`config.mk`:
```
export PLATFORM = sky130hd
export DESIGN_NAME = gray_sync_decoder_flat
export DESIGN_NICKNAME = d
export VERILOG_FILES = /design/src/rtl/gray_cdc_pkg.sv /design/src/rtl/gray_sync_decoder_if.sv /design/src/rtl/cdc_sync_bus.sv /design/src/rtl/gray_sync_decoder.sv /design/src/flat_wrapper.sv
export SDC_FILE = /design/constraint.sdc
export NUM_CORES = 1
export LEC_CHECK = 0
export ABC_AREA = 1
export CORE_MARGIN = 2
export CORE_UTILIZATION = 54
export DETAILED_ROUTE_END_ITERATION = 10
export MAX_ROUTING_LAYER = met4
export PLACE_DENSITY_LB_ADDON = 0.2
export SLEW_MARGIN = 20
export SYNTH_ARGS = -nofsm -noshare
export SYNTH_HDL_FRONTEND = slang
export SYNTH_SLANG_ARGS = --single-unit
```
`constraint.sdc`:
```
create_clock -name clk -period 4.2 [get_ports clk]
set_input_delay 0.42 -clock clk [delete_from_list [all_inputs] [get_ports clk]]
set_output_delay 0.42 -clock clk [all_outputs]
set_load 0.02 [all_outputs]
```
`src/rtl/gray_cdc_pkg.sv`:
```
// Shared definitions for clock-domain-crossing receivers of Gray-coded counters.
//   state_e    : receiver FSM state encoding (StIdle, StPrime, StTrack)
//   K_DEF      : default counter width
//   SYNC_DEF   : default synchronizer depth
//   g2b        : Gray-to-binary decode; operands are zero-extended to GrayMaxW
//   popcount   : number of set bits; operands are zero-extended to GrayMaxW
package gray_cdc_pkg;

  localparam int unsigned K_DEF    = 8;
  localparam int unsigned SYNC_DEF = 2;

  // Widest counter the helper functions support.
  localparam int unsigned GrayMaxW = 32;

  typedef enum logic [1:0] {
    StIdle  = 2'd0,
    StPrime = 2'd1,
    StTrack = 2'd2
  } state_e;

  // Zero high bits leave the low bits of the decode untouched, so callers may
  // zero-extend a narrower code and truncate the result back.
  function automatic logic [GrayMaxW-1:0] g2b(input logic [GrayMaxW-1:0] g);
    logic [GrayMaxW-1:0] b;
    b[GrayMaxW-1] = g[GrayMaxW-1];
    for (int i = GrayMaxW - 2; i >= 0; i--) begin
      b[i] = b[i+1] ^ g[i];
    end
    return b;
  endfunction

  function automatic int unsigned popcount(input logic [GrayMaxW-1:0] v);
    int unsigned cnt;
    cnt = 0;
    for (int i = 0; i < GrayMaxW; i++) begin
      cnt += 32'(v[i]);
    end
    return cnt;
  endfunction

endpackage

```
`src/rtl/gray_sync_decoder_if.sv`:
```
// Bus between a Gray-counter source domain and the gray_sync_decoder receiver.
//   gray_in, load_in : source-domain Gray count and "counter active" flag
//   err_clr          : destination-domain clear of the sticky error
//   bin_out/bin_valid, delta/delta_valid, gray_err, active : decoder results
//   err_cnt          : saturating error count, only with GRAY_SYNC_ERR_CNT_EN
// Modports: master drives the inputs and observes results; slave is the decoder.
interface gray_sync_decoder_if
  import gray_cdc_pkg::*;
#(
  parameter int unsigned K = K_DEF
);

  logic [K-1:0] gray_in;
  logic         load_in;
  logic         err_clr;
  logic [K-1:0] bin_out;
  logic         bin_valid;
  logic [K-1:0] delta;
  logic         delta_valid;
  logic         gray_err;
  logic         active;
`ifdef GRAY_SYNC_ERR_CNT_EN
  logic [7:0]   err_cnt;
`endif

  modport master (
`ifdef GRAY_SYNC_ERR_CNT_EN
    input  err_cnt,
`endif
    output gray_in, load_in, err_clr,
    input  bin_out, bin_valid, delta, delta_valid, gray_err, active
  );

  modport slave (
`ifdef GRAY_SYNC_ERR_CNT_EN
    output err_cnt,
`endif
    input  gray_in, load_in, err_clr,
    output bin_out, bin_valid, delta, delta_valid, gray_err, active
  );

endinterface

```
`src/rtl/cdc_sync_bus.sv`:
```
// Multi-flop synchronizer: Width bits through Stages back-to-back flops with no
// logic in between. Asynchronous active-high reset clears every stage.
//   clk, rst : destination clock and reset
//   d_i      : asynchronous input
//   q_o      : synchronized output (last stage)
module cdc_sync_bus #(
  parameter int unsigned Width  = 1,
  parameter int unsigned Stages = 2
) (
  input  logic             clk,
  input  logic             rst,
  input  logic [Width-1:0] d_i,
  output logic [Width-1:0] q_o
);

  logic [Width-1:0] sync_q [Stages];

  always_ff @(posedge clk or posedge rst) begin
    if (rst) begin
      for (int i = 0; i < Stages; i++) begin
        sync_q[i] <= '0;
      end
    end else begin
      sync_q[0] <= d_i;
      for (int i = 1; i < Stages; i++) begin
        sync_q[i] <= sync_q[i-1];
      end
    end
  end

  assign q_o = sync_q[Stages-1];

endmodule

```
`src/rtl/gray_sync_decoder.sv`:
```
// Receive end of a Gray-coded counter CDC path. Synchronizes the Gray bus and
// load flag, decodes to binary, reports the increment per update and flags any
// sample whose code moved by more than one bit (sticky gray_err).
//   clk, rst : destination clock, asynchronous active-high reset
//   bus      : gray_sync_decoder_if.slave (inputs gray_in/load_in/err_clr,
//              outputs bin_out/bin_valid/delta/delta_valid/gray_err/active)
// Optional: define GRAY_SYNC_ERR_CNT_EN to add bus.err_cnt, an 8-bit saturating
// count of multi-bit-change cycles, cleared by rst or err_clr.
// K must not exceed gray_cdc_pkg::GrayMaxW.
module gray_sync_decoder
  import gray_cdc_pkg::*;
#(
  parameter int unsigned K           = K_DEF,
  parameter int unsigned SYNC_STAGES = SYNC_DEF
) (
  input logic                 clk,
  input logic                 rst,
  gray_sync_decoder_if.slave  bus
);

  logic [K-1:0] s;
  logic         ld;

  cdc_sync_bus #(
    .Width  (K),
    .Stages (SYNC_STAGES)
  ) u_sync_gray (
    .clk (clk),
    .rst (rst),
    .d_i (bus.gray_in),
    .q_o (s)
  );

  cdc_sync_bus #(
    .Width  (1),
    .Stages (SYNC_STAGES)
  ) u_sync_load (
    .clk (clk),
    .rst (rst),
    .d_i (bus.load_in),
    .q_o (ld)
  );

  state_e       state_q;
  logic [K-1:0] s_prev_q;
  logic [K-1:0] bin_out_q;
  logic [K-1:0] delta_q;
  logic         bin_valid_q;
  logic         delta_valid_q;
  logic         gray_err_q;
  logic         active_q;

  logic [K-1:0] s_bin;
  logic         changed;
  logic         multi_bit;
  logic         err_hit;

  always_comb begin
    s_bin     = K'(g2b(GrayMaxW'(s)));
    changed   = (s != s_prev_q);
    multi_bit = (popcount(GrayMaxW'(s ^ s_prev_q)) > 1);
    // Errors only count where an update actually happens.
    err_hit   = (state_q == StTrack) && ld && multi_bit;
  end

  always_ff @(posedge clk or posedge rst) begin
    if (rst) begin
      state_q       <= StIdle;
      s_prev_q      <= '0;
      bin_out_q     <= '0;
      delta_q       <= '0;
      bin_valid_q   <= 1'b0;
      delta_valid_q <= 1'b0;
      gray_err_q    <= 1'b0;
      active_q      <= 1'b0;
    end else begin
      delta_valid_q <= 1'b0;
      // A new error beats a same-cycle clear.
      gray_err_q    <= err_hit | (gray_err_q & ~bus.err_clr);
      case (state_q)
        StIdle: begin
          bin_valid_q <= 1'b0;
          active_q    <= 1'b0;
          if (ld) begin
            state_q <= StPrime;
          end
        end
        StPrime: begin
          bin_out_q   <= s_bin;
          s_prev_q    <= s;
          bin_valid_q <= 1'b1;
          state_q     <= StTrack;
        end
        StTrack: begin
          if (!ld) begin
            state_q     <= StIdle;
            bin_valid_q <= 1'b0;
            active_q    <= 1'b0;
          end else begin
            active_q <= 1'b1;
            if (changed) begin
              bin_out_q     <= s_bin;
              delta_q       <= s_bin - bin_out_q;
              delta_valid_q <= 1'b1;
              s_prev_q      <= s;
            end
          end
        end
        default: state_q <= StIdle;
      endcase
    end
  end

  assign bus.bin_out     = bin_out_q;
  assign bus.bin_valid   = bin_valid_q;
  assign bus.delta       = delta_q;
  assign bus.delta_valid = delta_valid_q;
  assign bus.gray_err    = gray_err_q;
  assign bus.active      = active_q;

`ifdef GRAY_SYNC_ERR_CNT_EN
  logic [7:0] err_cnt_q;

  always_ff @(posedge clk or posedge rst) begin
    if (rst) begin
      err_cnt_q <= 8'd0;
    end else if (bus.err_clr) begin
      err_cnt_q <= err_hit ? 8'd1 : 8'd0;
    end else if (err_hit && (err_cnt_q != 8'hff)) begin
      err_cnt_q <= err_cnt_q + 8'd1;
    end
  end

  assign bus.err_cnt = err_cnt_q;
`endif

endmodule
```
`src/flat_wrapper.sv`:
```
// flat-port wrapper written by rule: the top's interface ports become plain ports
module gray_sync_decoder_flat import gray_cdc_pkg::*;
#(
  parameter int unsigned K           = K_DEF,
  parameter int unsigned SYNC_STAGES = SYNC_DEF
)
  (clk, rst, bus_gray_in, bus_load_in, bus_err_clr, bus_bin_out, bus_bin_valid, bus_delta, bus_delta_valid, bus_gray_err, bus_active);
  gray_sync_decoder_if #(.K(K)) bus_i ();
  input logic clk;
  input logic rst;
  input wire logic [$bits(bus_i.gray_in)-1:0] bus_gray_in;
  input wire logic [$bits(bus_i.load_in)-1:0] bus_load_in;
  input wire logic [$bits(bus_i.err_clr)-1:0] bus_err_clr;
  output wire logic [$bits(bus_i.bin_out)-1:0] bus_bin_out;
  output wire logic [$bits(bus_i.bin_valid)-1:0] bus_bin_valid;
  output wire logic [$bits(bus_i.delta)-1:0] bus_delta;
  output wire logic [$bits(bus_i.delta_valid)-1:0] bus_delta_valid;
  output wire logic [$bits(bus_i.gray_err)-1:0] bus_gray_err;
  output wire logic [$bits(bus_i.active)-1:0] bus_active;
  assign bus_i.gray_in = bus_gray_in;
  assign bus_i.load_in = bus_load_in;
  assign bus_i.err_clr = bus_err_clr;
  assign bus_bin_out = bus_i.bin_out;
  assign bus_bin_valid = bus_i.bin_valid;
  assign bus_delta = bus_i.delta;
  assign bus_delta_valid = bus_i.delta_valid;
  assign bus_gray_err = bus_i.gray_err;
  assign bus_active = bus_i.active;
  gray_sync_decoder #(.K(K), .SYNC_STAGES(SYNC_STAGES)) u_core (.clk(clk), .rst(rst), .bus(bus_i));
endmodule
```
==> key figures <==
Hold path
  – Hold path depth: 0
  – Hold path startpoint: u_core.u_sync_gray.sync_q[9]$_DFF_PP0_
  – WHS Endpoint: u_core.u_sync_gray.q_o[1]$_DFF_PP0_
  – Hold crit path type: flop to flop

Worst setup path
  – WP data arrival: 3.39 ns
  – CP max stage cell: fa_1
  – Worst-path maximum fanout: 2
  – Req. time, crit path: 4.42 ns
  – Crit path capture type: flop
  – CP startpoint kind: flop
  – Buf/Inv on CP: 4
  – Setup CP Type: flop to flop
  – Worst r2r src: u_core.s_prev_q[0]$_DFFE_PP0P_
  – Slowest stage delay, CP: 0.48 ns
  – Top Family by Delay on Critical Path: adder cells
  – CP cell instances: xor2_1 > inv_1 > ha_1 > fa_1 > inv_1 > fa_1 > inv_1 > fa_1 > inv_1 > fa_1 > o21ai_0 > o21ai_0 > o21ai_0
  – Reg-to-reg endpoint: u_core.bus.gray_err$_DFF_PP0_
  – R2R cell count: 13
  – R2R Setup Slk: 1.03 ns

Logic synthesis
  – Most used flip-flop cell after synthesis: dfrtp_1
  – Number of synthesized flops with an enable pin: 0
  – Synthesized area: 0.002262 mm²
  – #FFs+latches synth: 47
  – Synthesized Nets: 262
  – Most common cell in the netlist: nand2_1
  – Synth area leaders: dfrtp_1 52%, nand2_1 8.0%, inv_1 6.6%, ha_1 6.1%, o21ai_0 4.6%
  – Area leader, netlist: dfrtp_1
  – Ys Warns: 0
  – Avg Cell Area, Syn: 9.667 µm²
  – Area share of the largest cell type after synthesis: 51.99%
  – Netlist cell types: 28
  – Top cells by count, synth: 48 x nand2_1, 47 x dfrtp_1, 40 x inv_1, 21 x o21ai_0, 12 x nand3_1
  – Mapped Cells: 234
  – Post-synthesis sequential area ratio: 51.99%
  – Asr flop ratio synth: 100.0%

STA
  – Top achievable clock speed: 315.6 MHz
  – Hold Fails Final Rpt: 0
  – Unrepaired setup endpoints after global routing: false
  – Clock skew: 0.005932 ns
  – Count of pins over their slew limit: 0
  – Fin crit share: 75.45%
  – Hold slack: 0.3480 ns
  – Crit path time final: 3.169 ns
  – Setup WS post-layout: 1.031 ns
  – Max_slew headroom: 39.56%
  – Final setup fails: 0
  – Slew @ Worst Pin: 0.9053 ns
  – Final TNS setup: 0 ns

Routing
  – Drt via density: 4.770
  – Drt pass-1 iters: 4
  – Initial drt markers: 56
  – Residual DRC count: 0
  – WL per Instance: 10.11 µm
  – Total number of vias: 1512
  – Antenna viol nets, final: 0
  – Total routed wirelength: 3.206 mm

Clock network
  – CTS tree: yes
  – Clk buf depth: 2
  – # clock sinks: 47
  – H-tree depth: 2
  – Clock slew at reported path FFs: 0.07 ns
  – Hold_buf cts: 0
  – CTS Buf Count: 5
  – Post_cts resized: 0
  – Number of post-CTS setup repair buffers: 0
  – Clk_lat worst skew: 0.29 ns
  – Clk root buf: clkbuf_8

Placed design
  – DP Worst Slack: 1.024 ns
  – Hpwl dp: 2.530 mm
  – Port Buffer Count: 31
  – Area after DPL: 0.002600 mm²
  – GPL Wtd Cong: 0.8669

Outcome
  – Outcome: finished, final reports clean

GRT
  – Grt ovf: 0
  – Pin count of the biggest net entering global routing: 48
  – Vias in the first global route: 1459
  – Initial antenna violation count: 0
  – First-pass GRT wire length: 5.913 mm
  – GRT Util Overall: 17.37%

Floorplanning
  – Die width: 68.73 µm
  – Die Y-Extent: 68.73 µm
  – Initial Util: 56.15%
  – Area of the die: 0.004723 mm²
  – I/O pin total: 32
  – Row count: 23
  – Core Area: 0.004029 mm²

Power
  – P per Cell Area: 747.2 mW/mm²
  – Peak supply drop: 0.3175 mV
  – Internal power: 1.178 mW
  – Psw: 0.8186 mW
  – P_leak: 1.349 nW
  – Sw frac: 40.99%
  – Share of total power in combinational logic: 54.6%
  – Clock network power share: 11.8%
  – Sequential share of power: 33.6%

Run
  – Max cap viols: 0

Cells and area
  – Syn-to-layout area delta: 18.14%
  – Post-layout net count: 296
  – N_diodes: 0
  – Post-route cell area: 0.002673 mm²
  – Share of layout cells above drive strength 1: 7.116%
placed cells by master, fill, tap and decap left out, drive strengths merged:
cell type	count
ha	11
a21boi	1
nor3	1
clkdlybuf4s50	31
o21ai	27
a21oi	5
nor2	6
inv	41
o211ai	1
xor2	7
dfrtp	47
clkbuf	6
or2	1
nand3b	1
nand2	54
xnor2	6
nand3	14
fa	5
clkinv	1
nand4	1
power by group through the flow:
stage          clock network [mW]  logic [mW]  registers (mW)
6_report                    0.236        1.09           0.671
5_1_grt                     0.268        1.28           0.691
4_1_cts                     0.251        1.11           0.673
3_5_place_dp                    0        1.11           0.682
3_3_place_gp                    0        1.08           0.673
2_1_floorplan                   0       0.712           0.770
cells by family after synthesis:
| group | count (synthesis) | share of synthesized area (%) |
|---|---|---|
| fa+ha+maj | 16 | 10.51 |
| simple gates | 78 | 15.49 |
| compound gates | 34 | 8.407 |
| flops | 47 | 51.99 |
| xor+xnor | 13 | 5.033 |
| buf+inv | 46 | 8.572 |
cell type report:
type / instances / area, µm²
fillers: 337 / 1356
multi-input cells: 141 / 892.1
inverters: 42 / 158.9
flip-flops and latches: 47 / 1176
repair buffers: 31 / 310.3
well taps: 50 / 62.56
clock buffers: 6 / 72.57
flip-flops by register name, indices dropped and copies added (netlist names):
name,cells
u_core.bus.active,1
u_core.bus.bin_out,7
u_core.bus.bin_valid,1
u_core.bus.delta,8
u_core.bus.delta_valid,1
u_core.bus.gray_err,1
u_core.s_prev_q,8
u_core.state_q,2
u_core.u_sync_gray.q_o,8
u_core.u_sync_gray.sync_q,8
u_core.u_sync_load.q_o,1
u_core.u_sync_load.sync_q,1
stage by stage:
step           instances  util, %  power (mW)
4_1_cts              317    66.34       2.035
6_report             317    66.34       1.997
3_3_place_gp         311    64.53       1.751
2_1_floorplan        234        -       1.482
3_5_place_dp         311    64.53       1.788
5_1_grt              317    66.34       2.235
routing by layer:
metal | up-vias | part of all wire [%] | GRT usage, %
met5 | - | 0 | -
met4 | 0 | 1.7 | 5.882
met3 | 6 | 4.9 | 4.870
met2 | 33 | 47 | 28.25
met1 | 684 | 46 | 20.94
li1 | 789 | - | -
worst max path at each step:
stage | from | endpoint | slack (ns) | cells after the start
floorplan | u_core.s_prev_q[0]$_DFFE_PP0P_ | u_core.bus.gray_err$_DFF_PP0_ | 1.15 | 13
global placement | u_core.s_prev_q[0]$_DFFE_PP0P_ | u_core.bus.gray_err$_DFF_PP0_ | 1.08 | 13
detailed placement | u_core.s_prev_q[0]$_DFFE_PP0P_ | u_core.bus.gray_err$_DFF_PP0_ | 1.02 | 13
CTS | u_core.s_prev_q[0]$_DFFE_PP0P_ | u_core.bus.gray_err$_DFF_PP0_ | 1.01 | 13
global route | u_core.s_prev_q[0]$_DFFE_PP0P_ | u_core.bus.gray_err$_DFF_PP0_ | 0.87 | 13
finish | u_core.s_prev_q[0]$_DFFE_PP0P_ | u_core.bus.gray_err$_DFF_PP0_ | 1.03 | 13
Power figures use the tool's default switching activity.
